File: config.mk
export PLATFORM = sky130hd
export DESIGN_NAME = bcd_time_keeper
export DESIGN_NICKNAME = d
export VERILOG_FILES = /design/src/rtl/bcd_time_pkg.sv /design/src/rtl/bcd_digit_counter.sv /design/src/rtl/bcd_time_keeper.sv
export SDC_FILE = /design/constraint.sdc
export NUM_CORES = 1
export LEC_CHECK = 0
export BUFFER_PORTS_ARGS = -buffer_cell sky130_fd_sc_hd__buf_4
export CAP_MARGIN = 40
export CORE_MARGIN = 2
export CORE_UTILIZATION = 49
export CTS_BUF_LIST = sky130_fd_sc_hd__clkbuf_16
export DETAILED_ROUTE_END_ITERATION = 6
export PLACE_DENSITY = 0.88
export SYNTH_ARGS = -nofsm -noshare
export SYNTH_HDL_FRONTEND = slang
export SYNTH_SLANG_ARGS = --single-unit
File: constraint.sdc
create_clock -name clk -period 3.2 [get_ports clk]
set_input_delay 0.48 -clock clk [delete_from_list [all_inputs] [get_ports clk]]
set_output_delay 0.48 -clock clk [all_outputs]
set_load 0.05 [all_outputs]
File: src/rtl/bcd_time_pkg.sv
// rtl/bcd_time_pkg.sv - shared BCD digit type, digit limits, reset times and load legality check
package bcd_time_pkg;

  typedef logic [3:0] bcd_t;

  localparam bcd_t DIGIT_MAX     = 4'd9;
  localparam bcd_t TENS_MAX      = 4'd5;
  localparam bcd_t HOUR_TENS_MAX = 4'd2;
  localparam logic [7:0] HOUR_MAX_12 = 8'd12;
  localparam logic [7:0] HOUR_MAX_24 = 8'd23;

  localparam logic [23:0] RESET_TIME_12H = 24'h120000;
  localparam logic [23:0] RESET_TIME_24H = 24'h000000;

  // Afternoon test for a 24h-format BCD hour pair.
  function automatic logic bcd_hour_pm(input bcd_t hi, input bcd_t lo);
    return (hi > 4'd1) || (hi == 4'd1 && lo >= 4'd2);
  endfunction

  function automatic logic bcd_time_legal(input logic [23:0] t, input logic mode24);
    logic [7:0] hours;
    logic ok;
    ok = 1'b1;
    for (int i = 0; i < 6; i++) begin
      if (t[i*4 +: 4] > DIGIT_MAX) ok = 1'b0;
    end
    if (t[15:12] > TENS_MAX || t[7:4] > TENS_MAX || t[23:20] > HOUR_TENS_MAX) ok = 1'b0;
    hours = 8'(t[23:20]) * 8'd10 + 8'(t[19:16]);
    if (mode24) begin
      if (hours > HOUR_MAX_24) ok = 1'b0;
    end else if (hours == 8'd0 || hours > HOUR_MAX_12) begin
      ok = 1'b0;
    end
    return ok;
  endfunction

endpackage

File: src/rtl/bcd_digit_counter.sv
// rtl/bcd_digit_counter.sv - single BCD digit counting 0..MAX with synchronous load and ripple carry
module bcd_digit_counter
  import bcd_time_pkg::*;
#(
  parameter bcd_t MAX = DIGIT_MAX
) (
  input  logic clk,
  input  logic reset,
  input  logic inc,
  input  logic ld,
  input  bcd_t ld_val,
  output bcd_t q,
  output logic carry
);

  // Carry is combinational so a full ripple settles within one cycle.
  assign carry = inc && (q == MAX);

  always_ff @(posedge clk) begin
    if (reset) begin
      q <= 4'd0;
    end else if (ld) begin
      q <= ld_val;
    end else if (inc) begin
      q <= (q == MAX) ? 4'd0 : q + 4'd1;
    end
  end

endmodule

File: src/rtl/bcd_time_keeper.sv
// rtl/bcd_time_keeper.sv - BCD HH:MM:SS time-of-day counter with prescaler, validated load and alarm
module bcd_time_keeper
  import bcd_time_pkg::*;
#(
  parameter bit          MODE_24H = 1'b0,
  parameter int unsigned PRESCALE = 1,
  parameter int          PS_W     = 16
) (
  input  logic        clk,
  input  logic        reset,
  input  logic        tick_en,
  input  logic        load,
  input  logic [23:0] load_time,
  input  logic        load_pm,
  input  logic        alarm_en,
  input  logic [15:0] alarm_time,
  input  logic        alarm_pm,
  output bcd_t        h1,
  output bcd_t        h0,
  output bcd_t        m1,
  output bcd_t        m0,
  output bcd_t        s1,
  output bcd_t        s0,
  output logic        pm,
  output logic        sec_pulse,
  output logic        min_pulse,
  output logic        alarm_hit,
  output logic        load_err
);

  localparam logic [PS_W-1:0] PS_LAST    = PS_W'(PRESCALE - 1);
  localparam logic [23:0]     RESET_TIME = MODE_24H ? RESET_TIME_24H : RESET_TIME_12H;

  logic [PS_W-1:0] ps_cnt;
  logic load_ok, load_bad, advance;
  logic s0_carry, s1_carry, m0_carry, m1_carry;
  bcd_t hn1, hn0, mn1, mn0, ah1, ah0;
  logic pmn, apm, load_pm_eff, alarm_match;

  assign load_ok  = load && bcd_time_legal(load_time, MODE_24H);
  assign load_bad = load && !load_ok;
  // Any load, accepted or not, swallows a coincident tick.
  assign advance  = tick_en && !load && (ps_cnt == PS_LAST);

  always_ff @(posedge clk) begin
    if (reset) begin
      ps_cnt <= '0;
    end else if (load_ok) begin
      ps_cnt <= '0;
    end else if (tick_en && !load) begin
      ps_cnt <= (ps_cnt == PS_LAST) ? '0 : ps_cnt + 1'b1;
    end
  end

  bcd_digit_counter #(.MAX(DIGIT_MAX)) u_s0 (
    .clk(clk), .reset(reset), .inc(advance), .ld(load_ok),
    .ld_val(load_time[3:0]), .q(s0), .carry(s0_carry)
  );
  bcd_digit_counter #(.MAX(TENS_MAX)) u_s1 (
    .clk(clk), .reset(reset), .inc(s0_carry), .ld(load_ok),
    .ld_val(load_time[7:4]), .q(s1), .carry(s1_carry)
  );
  bcd_digit_counter #(.MAX(DIGIT_MAX)) u_m0 (
    .clk(clk), .reset(reset), .inc(s1_carry), .ld(load_ok),
    .ld_val(load_time[11:8]), .q(m0), .carry(m0_carry)
  );
  bcd_digit_counter #(.MAX(TENS_MAX)) u_m1 (
    .clk(clk), .reset(reset), .inc(m0_carry), .ld(load_ok),
    .ld_val(load_time[15:12]), .q(m1), .carry(m1_carry)
  );

  // Next hour pair and pm, used when the minutes wrap.
  always_comb begin
    hn1 = h1;
    hn0 = h0;
    pmn = pm;
    if (MODE_24H) begin
      if (h1 == 4'd2 && h0 == 4'd3) begin
        hn1 = 4'd0;
        hn0 = 4'd0;
      end else if (h0 == DIGIT_MAX) begin
        hn1 = h1 + 4'd1;
        hn0 = 4'd0;
      end else begin
        hn0 = h0 + 4'd1;
      end
      pmn = bcd_hour_pm(hn1, hn0);
    end else begin
      if (h1 == 4'd1 && h0 == 4'd2) begin
        hn1 = 4'd0;
        hn0 = 4'd1;
      end else if (h1 == 4'd1 && h0 == 4'd1) begin
        hn1 = 4'd1;
        hn0 = 4'd2;
        pmn = !pm;
      end else if (h0 == DIGIT_MAX) begin
        hn1 = 4'd1;
        hn0 = 4'd0;
      end else begin
        hn0 = h0 + 4'd1;
      end
    end
  end

  // Alarm compares against the time the current advance is about to produce.
  assign mn0 = (m0 == DIGIT_MAX) ? 4'd0 : m0 + 4'd1;
  assign mn1 = (m0 == DIGIT_MAX) ? ((m1 == TENS_MAX) ? 4'd0 : m1 + 4'd1) : m1;
  assign ah1 = m1_carry ? hn1 : h1;
  assign ah0 = m1_carry ? hn0 : h0;
  assign apm = m1_carry ? pmn : pm;
  assign alarm_match = alarm_en && s1_carry && ({ah1, ah0, mn1, mn0} == alarm_time)
                       && (MODE_24H || (apm == alarm_pm));

  assign load_pm_eff = MODE_24H ? bcd_hour_pm(load_time[23:20], load_time[19:16]) : load_pm;

  always_ff @(posedge clk) begin
    if (reset) begin
      h1 <= RESET_TIME[23:20];
      h0 <= RESET_TIME[19:16];
      pm <= 1'b0;
    end else if (load_ok) begin
      h1 <= load_time[23:20];
      h0 <= load_time[19:16];
      pm <= load_pm_eff;
    end else if (m1_carry) begin
      h1 <= hn1;
      h0 <= hn0;
      pm <= pmn;
    end
  end

  always_ff @(posedge clk) begin
    if (reset) begin
      sec_pulse <= 1'b0;
      min_pulse <= 1'b0;
      alarm_hit <= 1'b0;
      load_err  <= 1'b0;
    end else begin
      sec_pulse <= advance;
      min_pulse <= s1_carry;
      alarm_hit <= alarm_match;
      load_err  <= load_bad;
    end
  end

endmodule

==> impl_metrics.ini, run 1 <==
[route]
routed_wl_mm = 8.621
first_pass_iters = 4
vias_per_cell = 6.093
wire_per_inst_um = 16.05
ant_nets = 0
drt-initial-drc-count = 209
drc = 0
vias = 3272

[sta]
period_share_pct = 94.91
worst_slack_ns = 0.1629
rsz0062_at_grt = false
slew_viol_final = 0
hold_viol_final = 0
max_freq_mhz = 329.3
tightest_slew_ns = 0.5164
slew_headroom_pct = 65.09
fin_tns_setup_ns = 0
period_needed_ns = 3.037
fin_skew_ns = 0.006396
final-setup-viol-count = 0

[logic_synthesis]
syn-num-nets = 445
async_flop_share_pct = 0
synth_flop_cell = dfxtp_1
syn_inst = 387
synth_area_um2 = 3186
syn_avg_cell_area_um2 = 8.231
ys.warnings.count = 0
yosysUniqueCellTypes = 65
synth-seq-cells = 45
synth_seq_area_share_pct = 28.28
synth_edf_count = 0

[power]
p_leak_nw = 1.620
swShare_pct = 24.63
powerDensity_nw_per_um2 = 312.9
power.share.clock_pct = 40.4
p_int_mw = 0.9376
power_frac_seq_pct = 45.5
switching_power_mw = 0.3064
ir_drop_uv = 208.3
combPwrFrac_pct = 14.1

[setup_path]
end_kind = flip-flop
path_depth = 12
path_cells = buf_4 -> ha_1 -> ha_1 -> fa_1 -> xor2_1 -> a2111o_1 -> o211a_1 -> a211oi_1 -> nand2_1 -> buf_4 -> mux2i_1 -> nor2_1
crit_path_max_fanout = 14
worstSetupPathType = input port to flip-flop
cp-start-kind = input port
critPathArrivalTime_ns = 3.20
path_buf_inv = 2
critPathTopFamily = adder cells
slowest_stage = fa_1
max_stage_delay_ns = 0.43
cp.required_ns = 3.37
rr_worst_depth = 9

[hold_path]
hold_path_depth = 3
hp-class = input port to flip-flop

[grt]
grt_antenna_before_repair = 0
first_global_vias = 3146
grt_overflow = 0
grt_start_max_net_pins = 28
grt_util_all_layers_pct = 24.79
grt_first_pass_wirelength_mm = 14.70

[placed_design]
place.gp.congestion = 0.8674
pre_cts_slack_ns = -0.06683
io_buffers = 75
dpl.hpwl_mm = 6.613

[status]
status = completed

[floorplanning]
core_area_um2 = 6314
die_area_um2 = 7162
io_pins = 76
placementRows = 29
start_util_pct = 50.46
die_w_um = 84.63
dieHeight_um = 84.63

[clocking]
cts.clk_slew.worst_paths_ns = 0.06
clk_latency_ns = 0.28
post_cts_buffers = 0
cts_tree = yes
cts-root-buf = clkbuf_16
clock_tree.buffer_depth = 2
numClockSinks = 45
cts_buffers = 5
cts.htree.levels = 2
cts_resized = 0
cts-hold-fix-buffers = 0

[final_layout]
antenna_cells = 0
fillers = 539
fin_nets = 517
drive_above_1_share_pct = 23.04
synthToLayoutAreaGrowth_pct = 24.78

[flow_run]
drv_cap = 0
-- through the flow --
stage	cells	total power, mW	utilization [%]	hold slack (ns)	area [um2]
after CTS	537	1.250	62.96	0.4520	3975
final	537	1.244	62.96	0.4641	3975
after floorplan	387	0.6671	-	0.4616	3188
after detailed placement	529	0.7526	60.70	0.4965	3832
after global placement	529	0.7469	60.70	0.4722	3832
after global routing	537	1.293	62.96	0.4633	3975
-- worst min-delay path: cells and delay by family --
family / cells / cell delay, ns
buffers and inverters: 1 / 0.10
muxes: 1 / 0.07
and+or+nand+nor: 1 / 0.07
-- per-layer routing --
layer / GRT usage (%) / wire [um] / share of wire (%) / vias up
met1: 31.98 / 3609 / 42 / 1537
met3: 4.031 / 655 / 7.6 / 13
li1: - / - / - / 1573
met4: 8.658 / 116 / 1.3 / 0
met5: 0 / 0 / 0 / -
met2: 41.95 / 4239 / 49 / 149
-- sequential cells by signal, summed over array words and instances (netlist names) --
signal,count
ps_cnt,16
h0,4
h1,4
u_m0.q,4
u_m1.q,4
u_s0.q,4
u_s1.q,4
alarm_hit,1
load_err,1
min_pulse,1
pm,1
sec_pulse,1
-- layout by cell type (no fill, tap or decap), types with 3 or more instances in the layout --
| cell | n |
|---|---|
| a311oi_1 | 5 |
| and4_1 | 3 |
| a211oi_1 | 16 |
| a31oi_1 | 6 |
| nor3b_1 | 5 |
| nor3_1 | 11 |
| nor4_1 | 3 |
| dfxtp_1 | 45 |
| buf_4 | 84 |
| nand2_1 | 19 |
| or3_1 | 3 |
| a21oi_1 | 12 |
| o21ai_0 | 18 |
| and2_1 | 5 |
| nand3_1 | 11 |
| nor2_1 | 50 |
| inv_1 | 9 |
| xor2_1 | 19 |
| nand2b_1 | 10 |
| clkbuf_16 | 5 |
| nor4b_1 | 4 |
| ha_1 | 9 |
| mux2i_1 | 7 |
| nor2b_1 | 7 |
| xnor2_1 | 20 |
| nand4_1 | 13 |
| and3_1 | 7 |
-- cells in the mapped netlist, drive strengths merged, types with 3 or more instances --
cell type,n,area (um2)
nor2,50,187.7
dfxtp,45,900.9
xnor2,20,175.2
nand2,19,71.32
o21ai,19,95.09
xor2,19,166.4
a211oi,16,120.1
nand4,14,102.6
a21oi,12,60.06
clkbuf,12,45.04
nor3,12,65.06
nand3,11,55.05
nand2b,10,62.56
ha,9,112.6
inv,9,33.78
buf,8,55.05
and3,7,43.79
mux2i,7,70.07
nor2b,7,43.79
a31oi,6,37.54
nor3b,6,56.31
nor4b,6,65.06
a311oi,5,43.79
and2,5,31.28
and4,5,48.80
nor4,5,43.79
or3,3,18.77
-- path summary, 6_finish.rpt --
check                              start                     end  slack (ns)
setup / recovery           load_time[23]        h0[3]$_SDFF_PP0_        0.16
hold / removal             load_time[17]        h0[1]$_SDFF_PP1_        0.46
setup reg to reg  ps_cnt[0]$_SDFFE_PP0P_  u_s1.q[2]$_SDFFE_PP0P_        0.38
hold reg to reg   u_s1.q[3]$_SDFFE_PP0P_  u_s1.q[3]$_SDFFE_PP0P_        0.52
-- logic make-up after synthesis --
| group | share of synthesized area (%) |
|---|---|
| simple gates | 30.83 |
| flops | 28.28 |
| fa+ha+maj | 4.792 |
| xor+xnor | 10.72 |
| mux | 2.907 |
| compound gates | 18.26 |
| buf+inv | 4.202 |
-- power groups by stage --
stage                     logic [mW]  registers, mW  clock network [mW]
final                          0.175          0.566               0.503
after detailed placement       0.174          0.579                   0
after global routing           0.194          0.566               0.532
after CTS                      0.175          0.566               0.509
after floorplan               0.0791          0.588                   0
after global placement         0.168          0.579                   0
-- layout make-up --
| cell class | instances | area (um2) | share of cell area (%) |
|---|---|---|---|
| Clock buffer | 5 | 125.1 | 3.148 |
| Clock inverter | 3 | 17.52 | 0.4407 |
| Inverter | 9 | 33.78 | 0.8499 |
| Multi-Input combinational cell | 313 | 2151 | 54.11 |
| Sequential cell | 45 | 900.9 | 22.66 |
| Tap cell | 77 | 96.34 | 2.424 |
| Timing Repair Buffer | 85 | 650.6 | 16.37 |
Power figures use the tool's default switching activity.
==> inputs of run 2 (changes only) <==
- BUFFER_PORTS_ARGS: -buffer_cell sky130_fd_sc_hd__buf_4 -> not set
- CORE_UTILIZATION: 49 -> 55
- DONT_BUFFER_PORTS: not set -> 1
- PLACE_DENSITY: 0.88 -> 0.84
==> impl_metrics.ini, run 2 (synthesized netlist as in run 1, its figures left out) <==
[status]
status = completed

[power]
ir_drop_uv = 308.6
p_leak_nw = 1.345
powerDensity_nw_per_um2 = 373.9
totalPowerFinal_mw = 1.330

[sta]
slew_headroom_pct = 46.81
hold_viol_final = 0
final-setup-viol-count = 0
holdWs_ns = 0.2595
worst_slack_ns = 0.3447
fin_skew_ns = 0.006401
fin_tns_setup_ns = 0
rsz0062_at_grt = false
tightest_slew_ns = 0.7968
period_needed_ns = 2.855
max_freq_mhz = 350.2
slew_viol_final = 0
period_share_pct = 89.23

[final_layout]
fillers = 477
drive_above_1_share_pct = 11.53
final_cell_area_um2 = 3558
regArea_um2 = 900.9
multiInputGateArea_um2 = 2151
synthToLayoutAreaGrowth_pct = 11.70
antenna_cells = 0
final_util_pct = 64.23
regMostFlops = ps_cnt
fin_cells = 471
largest_reg_flops = 16
layout_common_cells = 50 x nor2_1, 45 x dfxtp_1, 23 x buf_4
mostFrequentLayoutCell = nor2_1
fin_nets = 456

[grt]
first_global_vias = 2871
grt_antenna_before_repair = 0
grt-busiest-layer = met2
met1_usage_pct = 32.38
grt_util_all_layers_pct = 26.14
grtUsageMet3_pct = 6.742
grt_start_max_net_pins = 28
met2_usage_pct = 42.50
grt_first_pass_wirelength_mm = 13.26
grt_overflow = 0

[hold_path]
hold_start = reset
hp-class = input port to flip-flop

[clocking]
clock_tree.buffer_depth = 2
clk_latency_ns = 0.28
cts_tree = yes
cts.htree.levels = 2
cts.clk_slew.worst_paths_ns = 0.06
cts_buffers = 5
cts_resized = 0
cts-hold-fix-buffers = 0
numClockSinks = 45
post_cts_buffers = 0
cts-root-buf = clkbuf_16

[route]
vias = 2958
drt-initial-drc-count = 193
drc = 0
routed_wl_mm = 8.116
vias_per_cell = 6.280
wire_per_inst_um = 17.23
ant_nets = 0
first_pass_iters = 4

[floorplanning]
start_util_pct = 57.50
dieHeight_um = 80.11
io_pins = 76
placementRows = 27
die_w_um = 80.11
die_area_um2 = 6417
core_area_um2 = 5540

[setup_path]
r2r-start = h1[0]$_SDFF_PP1_
crit_path_max_fanout = 14
cp.required_ns = 3.37
cp-start-kind = input port
worstSetupPathType = input port to flip-flop
end_kind = flip-flop
critPathLaunch = load_time[21]
critPathArrivalTime_ns = 3.02

[placed_design]
pre_cts_slack_ns = 0.07628
place_inst = 463
dpl.hpwl_mm = 6.028
place.gp.congestion = 0.9279
io_buffers = 0
placed_area_um2 = 3368

[flow_run]
drv_cap = 0
## run 2: changes by cell type in the layout (fill, tap and decap cells not counted)
cell       delta
clkinv_1      -1
buf_4        -61
bufinv_16     +2
clkinv_4      -1
## run 2: path summary, 6_finish.rpt
path / to / slack, ns / depth (start not counted)
hold / removal: u_s0.q[2]$_SDFFE_PP0P_ / 0.26 / 1
hold reg to reg: ps_cnt[1]$_SDFFE_PP0P_ / 0.51 / 2
setup reg to reg: alarm_hit$_SDFF_PP0_ / 0.45 / 6
setup / recovery: h1[0]$_SDFF_PP1_ / 0.34 / 10
## run 2: critical path: stages
cell	delay, ns
ha_1	0.27
ha_1	0.23
fa_1	0.43
xor2_1	0.18
a2111o_1	0.40
o211a_1	0.14
a211oi_1	0.26
nand2_1	0.14
buf_4	0.21
a211o_1	0.27
## run 2: layout make-up
class,instances,area share (%)
multi-input cells,313,60.44
repair buffers,24,5.415
flip-flops and latches,45,25.32
clock inverters,3,1.828
well taps,72,2.532
inverters,9,0.9494
clock buffers,5,3.516
## run 2: metal layers
metal	wire, um	vias to the layer above
met4	199	0
li1	-	1450
met3	722	17
met1	3295	1370
met5	0	-
met2	3899	121
## run 2: power by group
part	internal, mW	total (mW)	switching [mW]
sequential	0.563	0.569	0.00560
combinational	0.0496	0.104	0.0540
clock	0.446	0.658	0.213
